`config.mk`:
```
export PLATFORM = sky130hd
export DESIGN_NAME = instr_fetch_ctrl_flat
export DESIGN_NICKNAME = d
export VERILOG_FILES = /design/src/rtl/fetch_pkg.sv /design/src/rtl/fetch_if.sv /design/src/rtl/fetch_fifo.sv /design/src/rtl/instr_fetch_ctrl.sv /design/src/flat_wrapper.sv
export SDC_FILE = /design/constraint.sdc
export NUM_CORES = 1
export LEC_CHECK = 0
export BUFFER_PORTS_ARGS = -buffer_cell sky130_fd_sc_hd__clkbuf_2
export CORE_UTILIZATION = 48
export DETAILED_ROUTE_END_ITERATION = 10
export PLACE_DENSITY_LB_ADDON = 0.08
export SLEW_MARGIN = 10
export SYNTH_ARGS = -nofsm -noshare
export SYNTH_HDL_FRONTEND = slang
export SYNTH_SLANG_ARGS = --single-unit
```
`constraint.sdc`:
```
create_clock -name CLK -period 5.88 [get_ports CLK]
set_input_delay 0.882 -clock CLK [delete_from_list [all_inputs] [get_ports CLK]]
set_output_delay 0.882 -clock CLK [all_outputs]
set_load 0.05 [all_outputs]
```
`src/rtl/fetch_pkg.sv`:
```
// rtl/fetch_pkg.sv - shared widths, opcodes, FSM states and buffer entry type for the fetch stage
package fetch_pkg;
   localparam int AW = 6;
   localparam int DW = 16;
   localparam logic [AW-1:0] RESET_PC_DEF = '0;
   localparam logic [DW-1:0] HALT_OPCODE  = 16'hFFFF;

   typedef enum logic [1:0] {RUN, FULL, HALT} fetch_state_e;

   typedef struct packed {
      logic [AW-1:0] pc;
      logic [DW-1:0] instr;
   } fetch_entry_t;
endpackage

```
`src/rtl/fetch_if.sv`:
```
// rtl/fetch_if.sv - fetch-stage bus: instruction memory port, decode handshake and redirect
interface fetch_if;
   import fetch_pkg::*;

   logic [AW-1:0] PCI;
   logic [DW-1:0] INSTR_IN;
   logic [DW-1:0] IR_OUT;
   logic [AW-1:0] PC_OUT;
   logic          IR_VALID;
   logic          IR_READY;
   logic          REDIRECT;
   logic [AW-1:0] REDIRECT_PC;
   logic          HALTED;

   modport master (
      output PCI, IR_OUT, PC_OUT, IR_VALID, HALTED,
      input  INSTR_IN, IR_READY, REDIRECT, REDIRECT_PC
   );

   modport slave (
      input  PCI, IR_OUT, PC_OUT, IR_VALID, HALTED,
      output INSTR_IN, IR_READY, REDIRECT, REDIRECT_PC
   );
endinterface

```
`src/rtl/fetch_fifo.sv`:
```
// rtl/fetch_fifo.sv - two-entry shift prefetch buffer; entry 0 is always the head
module fetch_fifo
   import fetch_pkg::*;
(
   input  logic         clk_i,
   input  logic         rst_i,
   input  logic         push_i,
   input  logic         pop_i,
   input  logic         flush_i,
   input  fetch_entry_t data_i,
   output logic [1:0]   count_o,
   output fetch_entry_t head_o
);
   fetch_entry_t e0_q, e1_q;
   logic [1:0]   count_q;

   // Entries are never cleared on pop or flush so the head holds its last value while empty.
   always_ff @(posedge clk_i or posedge rst_i) begin
      if (rst_i) begin
         e0_q    <= '0;
         e1_q    <= '0;
         count_q <= '0;
      end else if (flush_i) begin
         count_q <= '0;
      end else if (push_i && pop_i) begin
         if (count_q == 2'd2) begin
            e0_q <= e1_q;
            e1_q <= data_i;
         end else begin
            e0_q <= data_i;
         end
      end else if (push_i) begin
         if (count_q == 2'd0) e0_q <= data_i;
         else                 e1_q <= data_i;
         count_q <= count_q + 2'd1;
      end else if (pop_i) begin
         if (count_q == 2'd2) e0_q <= e1_q;
         count_q <= count_q - 2'd1;
      end
   end

   assign count_o = count_q;
   assign head_o  = e0_q;
endmodule

```
`src/rtl/instr_fetch_ctrl.sv`:
```
// rtl/instr_fetch_ctrl.sv - fetch PC, RUN/FULL/HALT FSM and redirect handling around fetch_fifo
// Optional halt-opcode stop is compiled in with FETCH_HALT_EN.
module instr_fetch_ctrl
   import fetch_pkg::*;
#(
   parameter logic [AW-1:0] RESET_PC = RESET_PC_DEF
) (
   input  logic     CLK,
   input  logic     RST,
   fetch_if.master  bus
);
   fetch_state_e  state_q, state_d;
   logic [AW-1:0] pc_q, pc_d;
   logic [1:0]    count;
   fetch_entry_t  head;
   fetch_entry_t  push_data;
   logic          enq, deq;

   assign deq       = bus.IR_VALID && bus.IR_READY;
   assign enq       = (state_q == RUN) && ((count != 2'd2) || deq);
   assign push_data = '{pc: pc_q, instr: bus.INSTR_IN};

   fetch_fifo u_fifo (
      .clk_i   (CLK),
      .rst_i   (RST),
      .push_i  (enq),
      .pop_i   (deq),
      .flush_i (bus.REDIRECT),
      .data_i  (push_data),
      .count_o (count),
      .head_o  (head)
   );

   always_comb begin
      state_d = state_q;
      pc_d    = pc_q;
      if (bus.REDIRECT) begin
         state_d = RUN;
         pc_d    = bus.REDIRECT_PC;
      end else begin
         if (enq) pc_d = pc_q + AW'(1);
`ifdef FETCH_HALT_EN
         if (enq && (bus.INSTR_IN == HALT_OPCODE)) state_d = HALT;
         else
`endif
         // Only a push into one occupied slot without a pop fills the buffer.
         if ((state_q == RUN) && enq && !deq && (count == 2'd1)) state_d = FULL;
         else if ((state_q == FULL) && deq)                        state_d = RUN;
      end
   end

   always_ff @(posedge CLK or posedge RST) begin
      if (RST) begin
         state_q <= RUN;
         pc_q    <= RESET_PC;
      end else begin
         state_q <= state_d;
         pc_q    <= pc_d;
      end
   end

   assign bus.PCI      = pc_q;
   assign bus.IR_OUT   = head.instr;
   assign bus.PC_OUT   = head.pc;
   assign bus.IR_VALID = (count != 2'd0);
`ifdef FETCH_HALT_EN
   assign bus.HALTED   = (state_q == HALT);
`else
   assign bus.HALTED   = 1'b0;
`endif
endmodule

```
`src/flat_wrapper.sv`:
```
// flat-port wrapper written by rule: the top's interface ports become plain ports
module instr_fetch_ctrl_flat import fetch_pkg::*;
#(
   parameter logic [AW-1:0] RESET_PC = RESET_PC_DEF
)
  (CLK, RST, bus_PCI, bus_IR_OUT, bus_PC_OUT, bus_IR_VALID, bus_HALTED, bus_INSTR_IN, bus_IR_READY, bus_REDIRECT, bus_REDIRECT_PC);
  fetch_if bus_i ();
  input  logic CLK;
  input  logic RST;
  output wire logic [$bits(bus_i.PCI)-1:0] bus_PCI;
  output wire logic [$bits(bus_i.IR_OUT)-1:0] bus_IR_OUT;
  output wire logic [$bits(bus_i.PC_OUT)-1:0] bus_PC_OUT;
  output wire logic [$bits(bus_i.IR_VALID)-1:0] bus_IR_VALID;
  output wire logic [$bits(bus_i.HALTED)-1:0] bus_HALTED;
  input wire logic [$bits(bus_i.INSTR_IN)-1:0] bus_INSTR_IN;
  input wire logic [$bits(bus_i.IR_READY)-1:0] bus_IR_READY;
  input wire logic [$bits(bus_i.REDIRECT)-1:0] bus_REDIRECT;
  input wire logic [$bits(bus_i.REDIRECT_PC)-1:0] bus_REDIRECT_PC;
  assign bus_PCI = bus_i.PCI;
  assign bus_IR_OUT = bus_i.IR_OUT;
  assign bus_PC_OUT = bus_i.PC_OUT;
  assign bus_IR_VALID = bus_i.IR_VALID;
  assign bus_HALTED = bus_i.HALTED;
  assign bus_i.INSTR_IN = bus_INSTR_IN;
  assign bus_i.IR_READY = bus_IR_READY;
  assign bus_i.REDIRECT = bus_REDIRECT;
  assign bus_i.REDIRECT_PC = bus_REDIRECT_PC;
  instr_fetch_ctrl #(.RESET_PC(RESET_PC)) u_core (.CLK(CLK), .RST(RST), .bus(bus_i));
endmodule
```
==> Implementation_results.wiki, run 1 <==
{| class="wikitable"
! Metric !! Value
|-
| Worst hold-check path type || reg2reg
|-
| Capture point of the worst reg-to-reg path || u_core.u_fifo.e1_q[17]$_DFFE_PP0P_
|-
| Number of antenna violations at the first check in global routing || 0
|-
| Maximum clock path buffer count || 2
|-
| Violation count after the first detailed-route iteration || 73
|-
| Sum of overflow across all layers after global routing || 0
|-
| Number of stages on the worst hold path || 1
|-
| Maximum clock frequency || 422.6 MHz
|-
| Routed length on met2 || between 2000 and 2500 um
|-
| Most frequently used flop master after synthesis || sky130_fd_sc_hd__dfrtp_1
|-
| R2R cell count || 7
|-
| Worst Path Class, Setup || reg2reg
|-
| Period Utilization, post-route || 40.24%
|-
| Floorplan row count || 26
|-
| Ranking of synthesized cells by area || sky130_fd_sc_hd__dfrtp_1 (52%), sky130_fd_sc_hd__mux2_4 (12%), sky130_fd_sc_hd__mux2i_1 (9.4%), sky130_fd_sc_hd__a21oi_1 (4.7%), sky130_fd_sc_hd__nor2_1 (3.8%)
|-
| Drt drc || 0
|-
| CTS tree || done
|-
| Gpl congestion || 0.8099
|-
| Min-Delay Endpoint || u_core.u_fifo.e1_q[6]$_DFFE_PP0P_
|-
| Power per cell area || approximately 630 nW/um^2
|-
| Reg2reg setup slack || 3.51 ns
|-
| Critical register-to-register path startpoint || u_core.u_fifo.count_o[0]$_DFFE_PP0P_
|-
| Ys Warns || 0
|-
| Critical path data required time || slightly above 6 ns
|-
| HPWL reported at the end of detailed placement || 3080 um
|-
| Source-to-sink clock delay at the later pin of the worst-skew pair || 0.30 ns
|-
| Post-cts sizing count || 0
|-
| Max-slew violation total from the final report || 0
|-
| Count of pins on the block boundary || 56
|-
| Critical Path Start Type || flop
|-
| Filler Cells Inserted || roughly 500
|-
| Total met3 wirelength after detailed routing || 184 um
|-
| Synth Cell Area || 2567 sq um
|-
| Setup repair after global routing missed its margin || false
|-
| Area used by multi-input combinational logic || 1109 sq um
|-
| Clock-pin slew reported for the worst setup and hold paths after clock tree synthesis || ~0.090 ns
|-
| Kind of end point of the critical path || flop
|-
| Worst path arrival time || 2.55 ns
|-
| Synthesis-to-finish area growth || 14.38%
|-
| Floorplan die height || 75.14 um
|-
| Setup clock skew after layout || 0.007920 ns
|-
| Total wirelength of the detailed-routed design || 4550 um
|-
| Most area-hungry cell type in the Yosys netlist || sky130_fd_sc_hd__dfrtp_1
|-
| WL per Instance || 13.70 um
|-
| Via count of the first global-routing pass || 1,594
|-
| Top routing layer in use || met4
|-
| CP max FO || 22
|-
| Static power due to leakage || 1.516 nW
|-
| Post-place instance area || around 2900 sq um
|-
| DIE WIDTH || 75.14 um
|-
| Most frequent cell after synthesis || sky130_fd_sc_hd__dfrtp_1
|-
| Final period demand of the worst path || 2.366 ns
|-
| Mean instance size in the synthesized netlist || 12.11 sq um
|-
| Largest net degree at the start of global routing || 54
|-
| Number of optimization iterations in the first detailed-route pass || 4
|-
| Vias per cell || 4.985
|-
| Startpoint of the tightest hold check path || u_core.u_fifo.e1_q[6]$_DFFE_PP0P_
|-
| Area of the placeable core || 5140 sq um
|-
| Measured slew at the worst slew-check pin || about 0.66 ns
|-
| Final hold violation count || 0
|-
| Portion of synthesized cell area occupied by the leading cell type || 51.66%
|-
| # diodes || 0
|-
| Total number of nets in the final design || 293
|-
| Starting utilization of the core area || 49.95%
|-
| Total Die Area || 5645 sq um
|-
| Met1 Wirelength || between 2000 and 2500 um
|-
| Overall fraction of global-route tracks in use || 17.49%
|-
| Async set-reset flop share out of synthesis || 100.0%
|-
| Final Cell Area || 2937 sq um
|-
| Max-cap violation count || 0
|-
| EDFF count, synth || 0
|-
| Sequential fraction of the synthesis area || 51.66%
|-
| Number of buffers inserted by post-CTS setup repair || 0
|-
| Final setup violating endpoints || 0
|-
| Max_slew headroom || 55.76%
|-
| Syn nets || 243
|-
| Setup TNS || 0 ns
|-
| Clock root buffer || sky130_fd_sc_hd__clkbuf_8
|-
| Hold_buf cts || 0
|-
| Antenna Nets Post-Route || 0
|-
| Maximum level of the CTS H-tree || 2
|-
| Cell count after synthesis || 212
|-
| TritonCTS buffer count || 5
|-
| First-pass GRT wire length || around 7400 um
|-
| Max IR drop VDD || 0.3992 mV
|-
| Port-buffer cells || 54
|-
| Most frequent cells after synthesis || sky130_fd_sc_hd__dfrtp_1 (53), sky130_fd_sc_hd__nor2_1 (26), sky130_fd_sc_hd__a21oi_1 (24), sky130_fd_sc_hd__mux2i_1 (24), sky130_fd_sc_hd__mux2_4 (20)
|-
| Number of sinks handled by clock tree synthesis || 53
|-
| Number of register bits inferred by synthesis || 53
|-
| Sequential standard cell area || 1326 sq um
|-
| Result of the run || finished clean
|-
| Via count || 1,655
|-
| Proportion of layout cells with a drive suffix above 1 || between 30% and 40%
|-
| Number of library cell types mapped by synthesis || 31
|}
[routing by layer]
| metal | vias up | global-route usage, % |
|---|---|---|
| met4 | 0 | 5.761 |
| met1 | 773 | 24.16 |
| met3 | 6 | 3.614 |
| li1 | 837 | - |
| met2 | 39 | 27.73 |
| met5 | - | 0 |
[sequential cells by signal (all words and copies together), names as in the netlist]
signal                 cells
u_core.u_fifo.e1_q        22
u_core.u_fifo.head_o      22
u_core.bus.PCI             6
u_core.u_fifo.count_o      2
u_core.state_q             1
[final cells by class]
type,instances,share of cell area [%]
flip-flops and latches,53,45.16
inverters,7,0.9374
multi-input cells,137,37.75
clock buffers,7,2.940
well taps,70,2.983
repair buffers,58,10.23
[power breakdown]
part / switching, mW / internal, mW
Sequential: 0.114 / 0.539
Combinational: 0.630 / 0.374
Clock: 0.110 / 0.0937
Total: 0.853 / 1.01
[cell families after synthesis]
| group | count (synthesis) | share of synthesized area, % |
|---|---|---|
| buf+inv | 22 | 5.263 |
| simple gates | 40 | 6.774 |
| mux | 47 | 22.37 |
| xor+xnor | 7 | 2.388 |
| flops | 53 | 51.66 |
| fa+ha+maj | 5 | 2.437 |
| other cells | 1 | 0.1461 |
| compound gates | 37 | 8.968 |
[worst max path at each step]
| stage | depth (start not counted) | startpoint | endpoint |
|---|---|---|---|
| floorplan | 5 | bus_REDIRECT | u_core.u_fifo.e1_q[16]$_DFFE_PP0P_ |
| global placement | 4 | bus_REDIRECT | u_core.u_fifo.e1_q[10]$_DFFE_PP0P_ |
| detailed placement | 4 | bus_REDIRECT | u_core.u_fifo.e1_q[17]$_DFFE_PP0P_ |
| CTS | 7 | u_core.u_fifo.count_o[0]$_DFFE_PP0P_ | u_core.u_fifo.e1_q[17]$_DFFE_PP0P_ |
| global route | 7 | u_core.u_fifo.count_o[0]$_DFFE_PP0P_ | u_core.u_fifo.e1_q[17]$_DFFE_PP0P_ |
| finish | 7 | u_core.u_fifo.count_o[0]$_DFFE_PP0P_ | u_core.u_fifo.e1_q[17]$_DFFE_PP0P_ |
[metrics by stage]
stage | setup WS (ns) | utilization [%] | hold WS (ns) | power [mW] | instances
finish | 3.514 | 57.13 | 0.5143 | 1.861 | 332
global route | 3.362 | 57.13 | 0.5303 | 1.993 | 332
CTS | 3.508 | 57.13 | 0.5170 | 1.884 | 332
detailed placement | 3.469 | 55.45 | 0.4921 | 1.676 | 325
global placement | 3.496 | 55.45 | 0.4876 | 1.659 | 325
floorplan | 3.623 | - | 0.4786 | 1.492 | 212
[cell usage in the layout, fill, tap and decap left out, types with 3 or more instances in the layout]
cell,Yosys,final
sky130_fd_sc_hd__clkbuf_2,0,54
sky130_fd_sc_hd__a21oi_1,24,24
sky130_fd_sc_hd__nor2_1,26,25
sky130_fd_sc_hd__inv_1,6,5
sky130_fd_sc_hd__dfrtp_1,53,53
sky130_fd_sc_hd__buf_4,1,4
sky130_fd_sc_hd__mux2_2,3,3
sky130_fd_sc_hd__clkbuf_8,0,6
sky130_fd_sc_hd__nand2_1,7,7
sky130_fd_sc_hd__ha_1,5,5
sky130_fd_sc_hd__a2111oi_0,3,3
sky130_fd_sc_hd__o21ai_0,6,6
sky130_fd_sc_hd__mux2_4,20,20
sky130_fd_sc_hd__mux2i_1,24,24
sky130_fd_sc_hd__xnor2_1,6,6
[critical path, stage by stage, from the launching register on]
cell and delay, ns:
sky130_fd_sc_hd__dfrtp_1 0.40, sky130_fd_sc_hd__inv_1 0.14, sky130_fd_sc_hd__ha_1 0.36, sky130_fd_sc_hd__clkinv_2 0.19, sky130_fd_sc_hd__xnor2_1 0.15, sky130_fd_sc_hd__or4_1 0.39
sky130_fd_sc_hd__buf_4 0.27, sky130_fd_sc_hd__mux2_4 0.34
Note: power is estimated with default switching activity, not from simulation.
==> run 2: changes to the inputs <==
- clock period: 5.88 -> 2.35 ns (I/O delays scaled with it)
==> run 2 against run 1 <==
Net effect:
- sequential cell count stayed put
- count of clock-buffer cells in the layout unchanged
- via count is 2.0% higher
- largest cell class unchanged
- non-clock buffer count increased by 4
==> Implementation_results.wiki, run 2 (synthesized netlist as in run 1, its figures left out) <==
{| class="wikitable"
! Metric !! Value
|-
| Final setup violating endpoints || 0 (unchanged)
|-
| Drt drc || 0 (unchanged)
|-
| Static power due to leakage || 1.543 nW (was 1.516 nW)
|-
| DIE WIDTH || 75.14 um (unchanged)
|-
| Setup repair after global routing missed its margin || false (unchanged)
|-
| Clock-pin slew reported for the worst setup and hold paths after clock tree synthesis || 0.09 ns (about the same)
|-
| Worst path max stage delay || 0.56 ns (was 0.40 ns)
|-
| Max IR drop VDD || 0.7917 mV (was 0.3992 mV)
|-
| Worst hold margin || 0.2522 ns (was 0.5143 ns)
|-
| HPWL reported at the end of detailed placement || 3143 um (was 3080 um)
|-
| Critical path's top delay family || compound AO/OA/AOI/OAI gates (was buffers and inverters)
|-
| Violation count after the first detailed-route iteration || 67 (was 73)
|-
| Total wirelength of the detailed-routed design || 4665 um (was 4550 um)
|-
| Filler Cells Inserted || 462 (was 491)
|-
| # diodes || 0 (unchanged)
|-
| Via count of the first global-routing pass || 1,600 (was 1,594)
|-
| Post-cts sizing count || 0 (unchanged)
|-
| WL per Instance || 13.84 um (was 13.70 um)
|-
| Crit-path cells || inv_1, ha_1, nand2b_1, a2111oi_0, xor2_1, mux2_2 (was inv_1, ha_1, clkinv_2, xnor2_1, or4_1, buf_4, mux2_4)
|-
| TritonCTS buffer count || 5 (unchanged)
|-
| Critical path buffer and inverter count || 1 (was 3)
|-
| CP max FO || 8 (was 22)
|-
| Antenna Nets Post-Route || 0 (unchanged)
|-
| Worst path arrival time || 2.32 ns (was 2.55 ns)
|-
| Critical path data required time || 2.54 ns (was 6.06 ns)
|-
| Vias per cell || 5.009 (was 4.985)
|-
| First-pass GRT wire length || 7707 um (was 7369 um)
|-
| Number of antenna violations at the first check in global routing || 0 (unchanged)
|-
| CTS tree || done (unchanged)
|-
| Setup clock skew after layout || 0.004868 ns (was 0.007920 ns)
|-
| Critical Path Start Type || flop (unchanged)
|-
| Total Die Area || 5645 sq um (unchanged)
|-
| Number of sinks handled by clock tree synthesis || 53 (unchanged)
|-
| Largest net degree at the start of global routing || 45 (was 54)
|-
| Result of the run || finished clean (unchanged)
|-
| Total Power Consumption || 4.725 mW (was 1.861 mW)
|-
| Floorplan row count || 26 (unchanged)
|-
| Proportion of layout cells with a drive suffix above 1 || 35.58% (was 35.11%)
|-
| Max_slew headroom || 57.11% (was 55.76%)
|-
| Max-slew violation total from the final report || 0 (unchanged)
|-
| Source-to-sink clock delay at the later pin of the worst-skew pair || 0.30 ns (about the same)
|-
| Overall fraction of global-route tracks in use || 18.21% (was 17.49%)
|-
| Starting utilization of the core area || 49.95% (unchanged)
|-
| Worst Path Class, Setup || reg2reg (unchanged)
|-
| Hold_buf cts || 1 (was 0)
|-
| Max-cap violation count || 0 (unchanged)
|-
| Measured slew at the worst slew-check pin || 0.6271 ns (was 0.6636 ns)
|-
| Area of the placeable core || 5140 sq um (unchanged)
|-
| Count of pins on the block boundary || 56 (unchanged)
|-
| Port-buffer cells || 54 (unchanged)
|-
| Worst hold-check path type || in2reg (was reg2reg)
|-
| Period Utilization, post-route || 90.45% (was 40.24%)
|-
| Worst-path cell with the longest stage delay || sky130_fd_sc_hd__a2111oi_0 (was sky130_fd_sc_hd__dfrtp_1)
|-
| Floorplan die height || 75.14 um (unchanged)
|-
| Kind of end point of the critical path || flop (unchanged)
|-
| Setup TNS || 0 ns (unchanged)
|-
| Post-place instance area || 2910 sq um (was 2850 sq um)
|-
| Commonest non-fill, non-tap cells in the layout || sky130_fd_sc_hd__clkbuf_2 (54), sky130_fd_sc_hd__dfrtp_1 (53), sky130_fd_sc_hd__nor2_1 (25), sky130_fd_sc_hd__mux2i_1 (24), sky130_fd_sc_hd__a21oi_1 (24) (unchanged)
|-
| Sum of overflow across all layers after global routing || 0 (unchanged)
|-
| Final Cell Area || 3004 sq um (was 2937 sq um)
|-
| Most frequent standard cell in the layout excluding fill and tap cells || sky130_fd_sc_hd__clkbuf_2 (unchanged)
|-
| Maximum clock frequency || 470.5 MHz (was 422.6 MHz)
|-
| Maximum clock path buffer count || 2 (unchanged)
|-
| Synthesis-to-finish area growth || 17.01% (was 14.38%)
|-
| Power per cell area || 1573 nW/um^2 (was 633.6 nW/um^2)
|-
| Via count || 1,688 (was 1,655)
|-
| Maximum level of the CTS H-tree || 2 (unchanged)
|-
| Gpl congestion || 0.8357 (was 0.8099)
|-
| Total number of nets in the final design || 297 (was 293)
|-
| Number of optimization iterations in the first detailed-route pass || 4 (unchanged)
|-
| Final period demand of the worst path || 2.125 ns (was 2.366 ns)
|-
| Clock root buffer || sky130_fd_sc_hd__clkbuf_8 (unchanged)
|-
| Number of buffers inserted by post-CTS setup repair || 0 (unchanged)
|-
| Final hold violation count || 0 (unchanged)
|}
## run 2: changes by cell type in the layout (fill, tap and decap cells not counted)
| cell | delta |
|---|---|
| sky130_fd_sc_hd__clkinvlp_4 | +1 |
| sky130_fd_sc_hd__clkbuf_1 | +1 |
| sky130_fd_sc_hd__buf_12 | +3 |
| sky130_fd_sc_hd__dlygate4sd3_1 | +1 |
| sky130_fd_sc_hd__clkbuf_8 | -1 |
## run 2: cell type report
cell class	count	area, sq um	share of cell area, %
sequential	53	1326	44.15
clock buffer	7	76.32	2.541
clock inverter	1	7.507	0.2499
multi-input combinational	137	1109	36.90
inverter	7	27.53	0.9163
tap	70	87.58	2.915
timing repair buffer	62	370.4	12.33
## run 2: worst register-to-register path, cell delays in order (launching register included)
cell                        delay, ns
sky130_fd_sc_hd__dfrtp_1         0.40
sky130_fd_sc_hd__inv_1           0.09
sky130_fd_sc_hd__ha_1            0.26
sky130_fd_sc_hd__nand2b_1        0.30
sky130_fd_sc_hd__a2111oi_0       0.56
sky130_fd_sc_hd__xor2_1          0.13
sky130_fd_sc_hd__mux2_2          0.28
## run 2: layer usage
layer  global-route usage (%)  vias up  wire [um]
met5                        0        -          0
li1                         -      837          -
met1                    25.24      803       2272
met3                    4.150        6        217
met4                    4.938        0         40
met2                    29.03       42       2134
## run 2: path summary, 6_finish.rpt
check                                                      from                                  end  slack [ns]  cells after the start
max                        u_core.u_fifo.count_o[1]$_DFFE_PP0P_        u_core.bus.PCI[5]$_DFFE_PP0P_        0.22                      6
min                                          bus_REDIRECT_PC[0]        u_core.bus.PCI[0]$_DFFE_PP0P_        0.25                      3
max reg2reg                u_core.u_fifo.count_o[1]$_DFFE_PP0P_        u_core.bus.PCI[5]$_DFFE_PP0P_        0.22                      6
min reg2reg                  u_core.u_fifo.e1_q[21]$_DFFE_PP0P_   u_core.u_fifo.e1_q[21]$_DFFE_PP0P_        0.52                      1
max in group asynchronous                                   RST  u_core.u_fifo.head_o[3]$_DFFE_PP0P_        1.30                      4
min in group asynchronous                                   RST   u_core.u_fifo.e1_q[13]$_DFFE_PP0P_        0.53                      3
## run 2: metrics by stage
step	setup slack [ns]	util (%)	instances
2_1_floorplan	0.2458	-	212
3_3_place_gp	0.2126	56.62	328
3_5_place_dp	0.2400	56.62	328
4_1_cts	0.2040	58.45	337
5_1_grt	0.08047	58.45	337
6_report	0.2245	58.45	337
## run 2: where the power goes
group | switching [mW] | internal (mW) | leakage [nW]
registers | 0.286 | 1.35 | 0.618
logic | 1.59 | 0.991 | 0.887
clock network | 0.297 | 0.212 | 0.0385
